--- src/rtl/boid_frame_scheduler_pkg.sv ---
// Shared constants and types for the boid display pipeline.
// Used by the frame scheduler, the pixel address calculator, and the
// wrapper, BPU and VGA controller that share the same display geometry.
package boid_frame_scheduler_pkg;

  localparam int VIDEO_WIDTH         = 640;
  localparam int VIDEO_HEIGHT        = 480;
  localparam int PIXEL_COUNT         = VIDEO_WIDTH * VIDEO_HEIGHT;
  localparam int PIXEL_ADDRESS_WIDTH = $clog2(PIXEL_COUNT) + 1;
  localparam int MAX_BOIDS           = 4;
  localparam int BITS_FOR_BOIDS      = $clog2(MAX_BOIDS);
  localparam int X_WIDTH             = 10;
  localparam int Y_WIDTH             = 9;

  typedef enum logic [2:0] {
    ST_IDLE  = 3'd0,
    ST_SWAP  = 3'd1,
    ST_SEL   = 3'd2,
    ST_WRITE = 3'd3,
    ST_DONE  = 3'd4
  } sched_state_e;

  // 8-bit counter increment that sticks at 255.
  function automatic logic [7:0] sat_inc8(input logic [7:0] v);
    return (v == 8'hFF) ? v : v + 8'd1;
  endfunction

endpackage

--- src/rtl/boid_frame_scheduler_if.sv ---
// Bundle between the frame scheduler and its surroundings.
//   master: VGA side / BPU mux side (drives screen_end, boid_x, boid_y)
//   slave : the scheduler (drives select, display RAM controls and status)
// Signals:
//   screen_end    end-of-visible-frame pulse
//   boid_x/boid_y position of the currently selected boid
//   boid_sel      BPU mux select
//   buf_swap      display RAM swap/clear pulse
//   disp_we       display RAM write enable (data is constant 1)
//   disp_addr     display RAM write address
//   busy          scheduler is walking a frame
//   frame_done    last boid of the frame has been handled
//   skip_count    off-screen boids skipped in the current frame
//   overrun_count screen_end pulses seen while busy
interface boid_frame_scheduler_if
  import boid_frame_scheduler_pkg::*;
();

  logic                           screen_end;
  logic [X_WIDTH-1:0]             boid_x;
  logic [Y_WIDTH-1:0]             boid_y;
  logic [BITS_FOR_BOIDS-1:0]      boid_sel;
  logic                           buf_swap;
  logic                           disp_we;
  logic [PIXEL_ADDRESS_WIDTH-1:0] disp_addr;
  logic                           busy;
  logic                           frame_done;
  logic [7:0]                     skip_count;
  logic [7:0]                     overrun_count;

  modport master (
    output screen_end, boid_x, boid_y,
    input  boid_sel, buf_swap, disp_we, disp_addr, busy, frame_done,
           skip_count, overrun_count
  );

  modport slave (
    input  screen_end, boid_x, boid_y,
    output boid_sel, buf_swap, disp_we, disp_addr, busy, frame_done,
           skip_count, overrun_count
  );

endinterface

--- src/rtl/boid_frame_scheduler_pixel_addr_calc.sv ---
// Combinational pixel address: addr = x + VIDEO_WIDTH*y, with a bounds check.
// Ports:
//   x_i, y_i     pixel coordinates
//   addr_o       linear display RAM address (full width, no truncation)
//   on_screen_o  high when x < VIDEO_WIDTH and y < VIDEO_HEIGHT
module pixel_addr_calc
  import boid_frame_scheduler_pkg::*;
(
  input  logic [X_WIDTH-1:0]             x_i,
  input  logic [Y_WIDTH-1:0]             y_i,
  output logic [PIXEL_ADDRESS_WIDTH-1:0] addr_o,
  output logic                           on_screen_o
);

  localparam logic [PIXEL_ADDRESS_WIDTH-1:0] ROW_STRIDE =
    PIXEL_ADDRESS_WIDTH'(VIDEO_WIDTH);

  always_comb begin
    addr_o      = PIXEL_ADDRESS_WIDTH'(x_i) + ROW_STRIDE * PIXEL_ADDRESS_WIDTH'(y_i);
    on_screen_o = (x_i < X_WIDTH'(VIDEO_WIDTH)) && (y_i < Y_WIDTH'(VIDEO_HEIGHT));
  end

endmodule

--- src/rtl/boid_frame_scheduler.sv ---
// Per-frame rebuild sequencer for the 1-bit boid display RAM.
// On screen_end it pulses buf_swap, then walks every BPU through the shared
// mux and writes one pixel per on-screen boid. Tracks skipped boids and
// screen_end pulses that arrive while a frame is still being built.
// Ports:
//   clock  system clock
//   reset  synchronous, active-high
//   bus    slave side of boid_frame_scheduler_if
//
// state  | meaning
// IDLE   | waiting for screen_end
// SWAP   | buf_swap pulse, select boid 0, clear skip count
// SEL    | boid_sel stable, mux output settling
// WRITE  | pixel write (or skip) for the sampled boid
// DONE   | frame_done pulse; chain to SWAP if a frame is pending
module boid_frame_scheduler
  import boid_frame_scheduler_pkg::*;
(
  input  logic                   clock,
  input  logic                   reset,
  boid_frame_scheduler_if.slave  bus
);

  localparam logic [BITS_FOR_BOIDS-1:0] LAST_BOID = BITS_FOR_BOIDS'(MAX_BOIDS - 1);

  sched_state_e state_q, state_d;

  logic [BITS_FOR_BOIDS-1:0]      sel_q, sel_d;
  logic                           buf_swap_q, buf_swap_d;
  logic                           disp_we_q, disp_we_d;
  logic [PIXEL_ADDRESS_WIDTH-1:0] addr_q, addr_d;
  logic                           busy_q, busy_d;
  logic                           frame_done_q, frame_done_d;
  logic [7:0]                     skip_q, skip_d;
  logic [7:0]                     overrun_q, overrun_d;
  logic                           pending_q, pending_d;

  logic [PIXEL_ADDRESS_WIDTH-1:0] calc_addr;
  logic                           calc_on_screen;
  logic                           last_boid;

  assign last_boid = (sel_q == LAST_BOID);

  pixel_addr_calc u_addr_calc (
    .x_i         (bus.boid_x),
    .y_i         (bus.boid_y),
    .addr_o      (calc_addr),
    .on_screen_o (calc_on_screen)
  );

  always_ff @(posedge clock) begin
    if (reset) state_q <= ST_IDLE;
    else       state_q <= state_d;
  end

  always_comb begin
    state_d = state_q;
    unique case (state_q)
      ST_IDLE:  if (bus.screen_end) state_d = ST_SWAP;
      ST_SWAP:  state_d = ST_SEL;
      ST_SEL:   state_d = ST_WRITE;
      ST_WRITE: state_d = last_boid ? ST_DONE : ST_SEL;
      // A pulse landing in DONE itself is honoured here as well.
      ST_DONE:  state_d = (pending_q || bus.screen_end) ? ST_SWAP : ST_IDLE;
      default:  state_d = ST_IDLE;
    endcase
  end

  // Every output is registered, so values are derived from the state being
  // entered; the write decision is taken at the SEL->WRITE edge from the
  // settled mux output.
  always_comb begin
    sel_d        = sel_q;
    buf_swap_d   = (state_d == ST_SWAP);
    disp_we_d    = 1'b0;
    addr_d       = addr_q;
    busy_d       = (state_d != ST_IDLE);
    frame_done_d = (state_d == ST_DONE);
    skip_d       = skip_q;
    overrun_d    = overrun_q;
    pending_d    = pending_q;

    if (bus.screen_end && (state_q != ST_IDLE)) begin
      overrun_d = sat_inc8(overrun_q);
      pending_d = 1'b1;
    end
    if (state_q == ST_DONE) pending_d = 1'b0;

    if (state_d == ST_SWAP) begin
      sel_d  = '0;
      skip_d = '0;
    end

    if (state_q == ST_SEL) begin
      disp_we_d = calc_on_screen;
      if (calc_on_screen) addr_d = calc_addr;
      else                skip_d = sat_inc8(skip_q);
    end

    if ((state_q == ST_WRITE) && !last_boid) sel_d = sel_q + BITS_FOR_BOIDS'(1);
  end

  always_ff @(posedge clock) begin
    if (reset) begin
      sel_q        <= '0;
      buf_swap_q   <= 1'b0;
      disp_we_q    <= 1'b0;
      addr_q       <= '0;
      busy_q       <= 1'b0;
      frame_done_q <= 1'b0;
      skip_q       <= '0;
      overrun_q    <= '0;
      pending_q    <= 1'b0;
    end else begin
      sel_q        <= sel_d;
      buf_swap_q   <= buf_swap_d;
      disp_we_q    <= disp_we_d;
      addr_q       <= addr_d;
      busy_q       <= busy_d;
      frame_done_q <= frame_done_d;
      skip_q       <= skip_d;
      overrun_q    <= overrun_d;
      pending_q    <= pending_d;
    end
  end

  assign bus.boid_sel      = sel_q;
  assign bus.buf_swap      = buf_swap_q;
  assign bus.disp_we       = disp_we_q;
  assign bus.disp_addr     = addr_q;
  assign bus.busy          = busy_q;
  assign bus.frame_done    = frame_done_q;
  assign bus.skip_count    = skip_q;
  assign bus.overrun_count = overrun_q;

endmodule
--- src/flat_wrapper.sv ---
// flat-port wrapper written by rule: the top's interface ports become plain ports
module boid_frame_scheduler_flat import boid_frame_scheduler_pkg::*;
  (clock, reset, bus_screen_end, bus_boid_x, bus_boid_y, bus_boid_sel, bus_buf_swap, bus_disp_we, bus_disp_addr, bus_busy, bus_frame_done, bus_skip_count, bus_overrun_count);
  boid_frame_scheduler_if bus_i ();
  input  logic clock;
  input  logic reset;
  input wire logic [$bits(bus_i.screen_end)-1:0] bus_screen_end;
  input wire logic [$bits(bus_i.boid_x)-1:0] bus_boid_x;
  input wire logic [$bits(bus_i.boid_y)-1:0] bus_boid_y;
  output wire logic [$bits(bus_i.boid_sel)-1:0] bus_boid_sel;
  output wire logic [$bits(bus_i.buf_swap)-1:0] bus_buf_swap;
  output wire logic [$bits(bus_i.disp_we)-1:0] bus_disp_we;
  output wire logic [$bits(bus_i.disp_addr)-1:0] bus_disp_addr;
  output wire logic [$bits(bus_i.busy)-1:0] bus_busy;
  output wire logic [$bits(bus_i.frame_done)-1:0] bus_frame_done;
  output wire logic [$bits(bus_i.skip_count)-1:0] bus_skip_count;
  output wire logic [$bits(bus_i.overrun_count)-1:0] bus_overrun_count;
  assign bus_i.screen_end = bus_screen_end;
  assign bus_i.boid_x = bus_boid_x;
  assign bus_i.boid_y = bus_boid_y;
  assign bus_boid_sel = bus_i.boid_sel;
  assign bus_buf_swap = bus_i.buf_swap;
  assign bus_disp_we = bus_i.disp_we;
  assign bus_disp_addr = bus_i.disp_addr;
  assign bus_busy = bus_i.busy;
  assign bus_frame_done = bus_i.frame_done;
  assign bus_skip_count = bus_i.skip_count;
  assign bus_overrun_count = bus_i.overrun_count;
  boid_frame_scheduler u_core (.clock(clock), .reset(reset), .bus(bus_i));
endmodule
--- config.mk ---
export PLATFORM = sky130hd
export DESIGN_NAME = boid_frame_scheduler_flat
export DESIGN_NICKNAME = d
export VERILOG_FILES = /design/src/rtl/boid_frame_scheduler_pkg.sv /design/src/rtl/boid_frame_scheduler_if.sv /design/src/rtl/boid_frame_scheduler_pixel_addr_calc.sv /design/src/rtl/boid_frame_scheduler.sv /design/src/flat_wrapper.sv
export SDC_FILE = /design/constraint.sdc
export NUM_CORES = 1
export LEC_CHECK = 0
export ABC_AREA = 1
export CAP_MARGIN = 20
export CORE_MARGIN = 2
export CORE_UTILIZATION = 55
export DETAILED_ROUTE_END_ITERATION = 8
export GPL_TIMING_DRIVEN = 0
export HOLD_SLACK_MARGIN = 0.1
export PLACE_DENSITY = 0.86
export SYNTH_ARGS = -nofsm -noshare
export SYNTH_HDL_FRONTEND = slang
export SYNTH_HIERARCHICAL = 1
export SYNTH_SLANG_ARGS = --single-unit
--- constraint.sdc ---
create_clock -name clock -period 4.5 [get_ports clock]
set_input_delay 1.35 -clock clock [delete_from_list [all_inputs] [get_ports clock]]
set_output_delay 1.35 -clock clock [all_outputs]
set_load 0.02 [all_outputs]
==> metrics <==
Worst Tran Pin Value 0.737 ns; Layout area overhead 25.4%; CTS tree yes; async set-reset flop share out of synthesis 0; Worst Slack Setup Final approximately 0.79 ns; worst-skew pair later-pin latency 0.29 ns; hpwl dp 4.92 mm; R2R Setup Slk roughly 2.9 ns; Vias 2,795; Rows 26; Worst R2R End u_core/bus.skip_count[3]; die width a little under 80 um; worst relative slew slack 0.502; H-tree levels 2; CP peak stage delay roughly 0.50 ns; Sum Neg Setup Slack 0 ns; placed cell area about 3600 um2; YS warnings 6; Startpoint Class input pin; number of global-route vias before repair 2,517; complex-gate fraction of the synthesized area 0.103; Leak 1.63 nW; DP Worst Slack 0.452 ns; Tot GR Track Use 0.218; max cap viols 0; DRT Wirelength about 6.2 mm; Sink Count 46; post-synth cell types 38; Worst Path Required 4.69 ns; Root Buffer clkbuf_8; die area 5900 um2; top post-synthesis cells by count nand2_1, nor2_1, dfxtp_1; Core Util, Final 0.716; TritonCTS buffer count 5; Fmax 0.270 GHz; crit path max fanout 3; cts hold-fix bufs 0; filler instances 439; first-pass GRT wire length 10.7 mm; dominant cell type by area after synthesis dfxtp_1; status completed; number of diodes 0; I/O pin count 64; routed len/inst 11.4 um; fin crit period 3.71 ns; critical path's top delay family adder cells; WP data arrival a little under 4 ns; XOR/XNOR share of the synthesized area 0.0300; initial antenna violation count 0; Core ar. 5110 um2; RSZ-0062 raised after global routing no; Synth Area in Simple Gates 0.355; WHS Path Cells 2; Seq. cell area 921 um2; Yosys top cell area share 0.316; syn nets 455; Nets 518; Seq/Total Area, Yosys 0.316; Initial Util 0.571; Fin. Hold Viols 0; number of setup buffers added after CTS 0; critical path, cell by cell clkdlybuf4s50_1, ha_1, ha_1, inv_1, fa_1, nor2_8, nand3_4, nor2_4, nand2_1, nor2_2, nand3_1, nand2_1, nand2_1, o21ai_0, nor2_1; # setup viols final 0; DRT iter0 DRCs 141; Max VDD drop 128 uV; Post-synth EDFFs 0; GRT overflow 0; Post-DRT Antenna Nets 0; HP Start u_core/bus.disp_addr[19]; Gate Count Post-Synth 411; layout cells sized above 1 0.112; post-layout instance area 3650 um2; Yosys reg bits 46; ys flop type dfxtp_1; vias per cell 5.13; RD Place Congestion 0.848; largest net degree at the start of global routing 14; Worst path depth 15; worst reg2reg path depth 7; drt pass-1 iters 4; Worst Hold End u_core/bus.disp_addr[19]; Final Power ~1.0 mW; Crit path buffers/inverters 2; Synth Area in Adders 0.0996; die height between 70 and 80 um; critical path type in2reg; Worst path slowest cell fa_1; PwrDens 276 nW/um2; count leader, synth nand2_1; clock buffer depth 2; CP Capture Type register; Worst-path clk slew 0.08 ns; CTS resizes 0; Hold WC Path Type reg2reg; # port buffers 56; largest family of logic cells by synthesized area simple AND/OR/NAND/NOR gates; Tcrit/Tclk final 0.823; ranking of synthesized cells by area dfxtp_1, nand2_1, ha_1; Final Max Slew Viols 0; Syn Area/Cell 7.09 um2; drc violations 0; crit-path most repeated cell nand2_1; Multi-input gate area around 1700 um2; mapped cell area just under 3000 um2; clk_skew 0.00835 ns; mux contribution to synthesized area 0; FF-to-FF Start u_core/bus.skip_count[0]
[layer usage]
metal	part of all wire	vias to the layer above	GRT usage
met2	0.54	85	0.414
met1	0.40	1267	0.248
met5	0	-	0
met3	0.049	2	0.0353
li1	-	1441	-
met4	0.0081	0	0.0673
[tightest hold or removal path, cell delays in order, from the launching register on]
cell and delay (ns):
dfxtp_1 0.33, nor2_1 0.05, nor2_1 0.08
[state kept, by name, indices dropped and copies added (netlist names)]
name,flops
u_core/bus.buf_swap,1
u_core/bus.disp_addr,20
u_core/pending_q,1
u_core/bus.overrun_count,8
u_core/bus.frame_done,1
u_core/bus.busy,1
u_core/bus.skip_count,8
u_core/bus.boid_sel,2
u_core/bus.disp_we,1
u_core/state_q,3
[per-stage QoR]
| step | instances | hold WS [ns] |
|---|---|---|
| final | 545 | 0.488 |
| after global routing | 545 | 0.516 |
| after CTS | 545 | 0.492 |
| after detailed placement | 537 | 0.473 |
| after global placement | 537 | 0.463 |
| after floorplan | 411 | 0.474 |
[worst max-delay path by stage]
stage,slack (ns),start,to
4_1_cts,0.77,bus_boid_y[1],u_core/bus.disp_addr[17]
3_3_place_gp,0.55,bus_boid_y[1],u_core/bus.disp_addr[17]
5_1_grt,0.58,bus_boid_y[1],u_core/bus.disp_addr[17]
3_5_place_dp,0.45,bus_boid_y[1],u_core/bus.disp_addr[17]
6_report,0.79,bus_boid_y[1],u_core/bus.disp_addr[17]
2_1_floorplan,1.14,bus_boid_y[1],u_core/bus.disp_addr[17]
[cell type report]
| class | count | area share |
|---|---|---|
| multi-input combinational | 300 | 0.469 |
| timing repair buffer | 56 | 0.153 |
| inverter | 49 | 0.0510 |
| clock buffer | 7 | 0.0236 |
| sequential | 46 | 0.252 |
| buffer | 16 | 0.0253 |
| tap | 70 | 0.0240 |
| clock inverter | 1 | 0.00137 |
[cells in the final DEF (no fill, tap or decap), drive strengths merged, types with 13 or more instances in the layout]
master	count
nor2	69
dfxtp	46
a21oi	21
inv	48
ha	20
nand2	97
clkbuf	13
clkdlybuf4s50	56
o21ai	28
nand3	30
[logic make-up after synthesis]
family	count (synthesis)
buffers and inverters	65
flip-flops	46
AND/OR/NAND/NOR	211
XOR/XNOR	10
other	1
adder cells (fa/ha/maj)	22
AO/OA/AOI/OAI	56
[power by group]
part	internal (mW)	switching (mW)
Clock	0.124	0.130
Sequential	0.429	0.0166
Combinational	0.127	0.182
Total	0.680	0.328
Power figures use the tool's default switching activity.
